### src/rtl/companion_action_exec.sv
// Companion action executor: runs a timed Feed/Play/Clean action on request
// from the menu FSM and owns the pet stat registers with their periodic decay.
module companion_action_exec #(
  parameter int STAT_W       = 4,
  parameter int TICK_DIV     = 50000000,
  parameter int ACTION_TICKS = 8,
  parameter int DECAY_TICKS  = 16,
  parameter int FEED_AMT     = 4,
  parameter int PLAY_AMT     = 3
) (
  input  logic                                  clk,
  input  logic                                  rst,
  input  logic                                  exec,
  input  logic [1:0]                            selected,
  output logic                                  exec_status,
  output logic                                  busy,
  output logic [$clog2(ACTION_TICKS+1)-1:0]     progress,
  output logic [STAT_W-1:0]                     hunger,
  output logic [STAT_W-1:0]                     happiness,
  output logic [STAT_W-1:0]                     cleanliness
);

  localparam int PW = $clog2(ACTION_TICKS + 1);
  localparam int CW = (TICK_DIV > 1) ? $clog2(TICK_DIV) : 1;
  localparam int DW = (DECAY_TICKS > 1) ? $clog2(DECAY_TICKS) : 1;
  localparam int unsigned SMAX_I = (2 ** STAT_W) - 1;

  typedef enum logic [1:0] {IDLE, RUN, DONE} state_t;

  state_t          state;
  logic [1:0]      act;
  logic [CW-1:0]   cnt;
  logic [DW-1:0]   dcnt;
  logic            tick;
  logic            decay_wrap;
  logic            last_tick;

  function automatic logic [STAT_W-1:0] sat_add(input logic [STAT_W-1:0] v,
                                                input int unsigned a);
    int unsigned s;
    s = 32'(v) + a;
    if (s > SMAX_I) return '1;
    return s[STAT_W-1:0];
  endfunction

  function automatic logic [STAT_W-1:0] sat_sub(input logic [STAT_W-1:0] v,
                                                input int unsigned a);
    int unsigned s;
    if (32'(v) < a) return '0;
    s = 32'(v) - a;
    return s[STAT_W-1:0];
  endfunction

  always_comb begin
    tick       = (cnt == CW'(TICK_DIV - 1));
    decay_wrap = (dcnt == DW'(DECAY_TICKS - 1));
    last_tick  = (progress == PW'(ACTION_TICKS - 1));
  end

  always_ff @(posedge clk or negedge rst) begin
    if (!rst) cnt <= '0;
    else      cnt <= tick ? '0 : cnt + 1'b1;
  end

  always_ff @(posedge clk or negedge rst) begin
    if (!rst) begin
      state       <= IDLE;
      act         <= 2'b00;
      exec_status <= 1'b0;
      busy        <= 1'b0;
      progress    <= '0;
      dcnt        <= '0;
      hunger      <= '0;
      happiness   <= '1;
      cleanliness <= '1;
    end else begin
      // Decay only outside RUN, so it can never collide with an effect update.
      if (tick && state != RUN) begin
        if (decay_wrap) begin
          dcnt        <= '0;
          hunger      <= sat_add(hunger, 1);
          happiness   <= sat_sub(happiness, 1);
          cleanliness <= sat_sub(cleanliness, 1);
        end else begin
          dcnt <= dcnt + 1'b1;
        end
      end

      case (state)
        IDLE: begin
          if (exec && selected != 2'b00) begin
            act      <= selected;
            progress <= '0;
            busy     <= 1'b1;
            state    <= RUN;
          end
        end
        RUN: begin
          if (!exec) begin
            busy     <= 1'b0;
            progress <= '0;
            state    <= IDLE;
          end else if (tick) begin
            if (last_tick) begin
              progress    <= PW'(ACTION_TICKS);
              busy        <= 1'b0;
              exec_status <= 1'b1;
              state       <= DONE;
              case (act)
                2'b01: hunger <= sat_sub(hunger, FEED_AMT);
                2'b10: begin
                  happiness   <= sat_add(happiness, PLAY_AMT);
                  cleanliness <= sat_sub(cleanliness, 1);
                end
                2'b11: cleanliness <= '1;
                default: ;
              endcase
            end else begin
              progress <= progress + 1'b1;
            end
          end
        end
        DONE: begin
          if (!exec) begin
            exec_status <= 1'b0;
            progress    <= '0;
            state       <= IDLE;
          end
        end
        default: state <= IDLE;
      endcase
    end
  end

endmodule

### config.mk
export PLATFORM = sky130hd
export DESIGN_NAME = companion_action_exec
export DESIGN_NICKNAME = d
export VERILOG_FILES = /design/src/rtl/companion_action_exec.sv
export SDC_FILE = /design/constraint.sdc
export NUM_CORES = 1
export LEC_CHECK = 0
export CORE_AREA = 2 2 83 85
export DETAILED_ROUTE_END_ITERATION = 12
export DIE_AREA = 0 0 85 87
export PLACE_DENSITY = 0.71
export SKIP_LAST_GASP = 1
export SLEW_MARGIN = 0
export SYNTH_ARGS = -nofsm -noshare
export SYNTH_HDL_FRONTEND = slang
export SYNTH_SLANG_ARGS = --single-unit
export TNS_END_PERCENT = 20
### constraint.sdc
create_clock -name clk -period 4.8 [get_ports clk]
set_input_delay 0.72 -clock clk [delete_from_list [all_inputs] [get_ports clk]]
set_output_delay 0.72 -clock clk [all_outputs]
set_load 0.05 [all_outputs]
==> metrics <==
Total Wirelength between 5000 and 6000 um; Critical Path RT roughly 5000 ps; number of synthesized flops with an enable pin 0; worst path cell trace ha_1 -> nand2_1 -> nor4b_4 -> and2_1 -> o211ai_1 -> a211o_1; FFs w/ async S/R, synth 1.00; CP max-delay cell and2_1; residual DRC count 0; Mapped Cells around 300; RSZ-0062 raised after global routing no; share of cells above drive strength 1 0.0734; Power Density roughly 240 mW/mm^2; Final Hold Vio Count 0; Worst Max-Slew Pin Slew 889 ps; core area 0.00657 sq mm; post-route setup slack between 2000 and 2500 ps; Clock Sinks 52; Critical path buffers and inverters 0; VDD IR max around 0.13 mV; worst hold path class reg -> reg; CTS buffer count 5; CP top delay family simple AND/OR/NAND/NOR gates; CP max FO 23; Comb pwr share 0.051; clock slew at reported path FFs 100 ps; P_sw approximately 0.18 mW; final instance area between 0.003 and 0.004 sq mm; Pre-antenna DRT Iters 4; LEAKAGE around 1.4 nW; worst-case clock buffer depth 2; most frequent cells in the layout dfrtp_1 (44), nor2_1 (33), nand2_1 (26); maxcap violations 0; synth unique cells 47; minimum clock period roughly 2800 ps; placed inst area between 0.003 and 0.004 sq mm; Overall Power ~0.8 mW; P&R area growth vs syn 14.1%; hold_ws around 500 ps; run status complete, no violations; vias in the first global route 2075; initial antenna violation count 0; pre-CTS setup slack 1840 ps; first-pass GRT wire length 9890 um; H-Tree Level Count 2; Yosys top cell by area dfrtp_1; commonest non-fill, non-tap cell in the layout dfrtp_1; Worst Setup Path Type reg -> reg; Setup Buffers After CTS 0; site row count 30; max frequency approximately 0.36 GHz; gr usage total 0.165; vias post-DR around 2300; antenna cells 0; Setup Skew ~9 ps; TritonCTS clock tree yes; Synth Register Bits between 50 and 60; vias per inst approximately 5.6; total I/O pin count 23; register area approximately 0.0013 sq mm; Seq/Total Area, Yosys 0.462; die area about 0.0074 sq mm; sw frac 0.230; Total Nets Final 339; register share of total power 0.566; cts repair resizes 0; period utilization 0.574; placed insts approximately 400; Clk Latency, worst-skew pair slightly above 300 ps; Max Slew Vio Count 0; clock network power share 0.382; Avg Inst Size Synth roughly 9.4 sq um; # fillers a little over 600; Post-Syn Nets around 320; clock root cell clkbuf_8; setup_tns 0 ps; cell internal pwr 0.610 mW; Startpoint Class flop; Avg WL per Cell roughly 14 um; area share of the largest cell type after synthesis 0.388; DR iter-0 viols between 100 and 150; synthesized area around 0.0028 sq mm; Arr. time, crit path 2960 ps; Die H just under 90 um; Final Util 0.492; ys flop type dfrtp_1; non-filler instance count after layout 407; Slew Limit Headroom 0.407; Initial Util 0.432; Ys Warns 0; # setup viols final 0; # hold bufs at CTS 0; Worst Setup End Kind flop; gpl congestion roughly 0.83; slowest cell delay on critical path about 780 ps; die width around 85 um; HPWL after DPL around 4100 um; largest net degree at the start of global routing between 50 and 60; largest cells by area after synthesis dfrtp_1 (39%), dfstp_2 (7.4%), nor2_1 (4.4%); number of port buffers 22; footprint of the multi-input gates about 0.0014 sq mm; gr ovfl total 0; post-route antenna net violation count 0
[logic make-up (layout without fill, tap and decap cells)]
kind of cell / Yosys count / after routing / synth area share
buffers and inverters: 23 / 47 / 0.0335
and+or+nand+nor: 138 / 138 / 0.259
AOI/OAI and AO/OA: 52 / 52 / 0.114
muxes: 7 / 7 / 0.0252
xor gates and xnor gates: 23 / 23 / 0.0711
adders and majority gates: 8 / 8 / 0.0353
DFF: 52 / 52 / 0.462
[layout make-up]
cell class              count  area share
inverters                  16      0.0186
flip-flops and latches     52       0.405
well taps                  80      0.0309
clock buffers               5      0.0213
clock inverters             3      0.0132
repair buffers             23      0.0689
multi-input cells         228       0.442
[layer usage]
metal,up-vias,routed length (um),share of wire,track usage
li1,1133,-,-,-
met1,1096,2750,0.47,0.229
met2,46,2810,0.48,0.269
met3,5,185,0.032,0.0294
met4,0,51,0.0088,0.0433
met5,-,0,0,0
[Yosys cell counts (2+ instances only)]
master    instances
a21o_1            2
a21oi_1          14
a22o_1            3
a31oi_1           4
and2_1            2
and3_1            4
and4_1            3
buf_2             4
clkbuf_1          2
dfrtp_1          44
dfstp_2           8
ha_1              8
inv_1            16
mux2i_1           6
nand2_1          26
nand2b_1          5
nand3_1          22
nand3b_1          2
nand4_1           8
nor2_1           33
nor3_1           13
nor3b_1           2
nor4_1            5
nor4bb_1          2
o211ai_1          4
o21ai_0          15
o31ai_1           2
or4_1             4
xnor2_1          14
xor2_1            9
[sequential cells by signal (all words and copies together), names as in the netlist]
register and count:
hunger 4, progress 4, exec_status 1, act 2
cnt 26, state 2, dcnt 4, happiness 4
busy 1, cleanliness 4
[final timing paths]
| kind | startpoint | slack [ps] | endpoint | cells past startpoint |
|---|---|---|---|---|
| worst max-delay path | cnt[0]$_DFF_PN0_ | 2050 | progress[2]$_DFFE_PN0P_ | 6 |
| worst min-delay path | dcnt[3]$_DFFE_PN0N_ | 500 | dcnt[3]$_DFFE_PN0N_ | 1 |
| worst max register to register | cnt[0]$_DFF_PN0_ | 2050 | progress[2]$_DFFE_PN0P_ | 6 |
| worst min register to register | dcnt[3]$_DFFE_PN0N_ | 500 | dcnt[3]$_DFFE_PN0N_ | 1 |
| max in group asynchronous | rst | 3850 | cnt[9]$_DFF_PN0_ | 2 |
| min in group asynchronous | rst | 510 | busy$_DFFE_PN0P_ | 2 |
[power by group through the flow]
stage | sequential [mW] | clock (mW) | combinational [mW]
after floorplan | 0.462 | 0 | 0.0157
after global placement | 0.456 | 0 | 0.0410
after detailed placement | 0.457 | 0 | 0.0413
after CTS | 0.448 | 0.306 | 0.0416
after global routing | 0.449 | 0.329 | 0.0448
final | 0.448 | 0.303 | 0.0407
No activity file was read; power rests on OpenSTA's default activity.
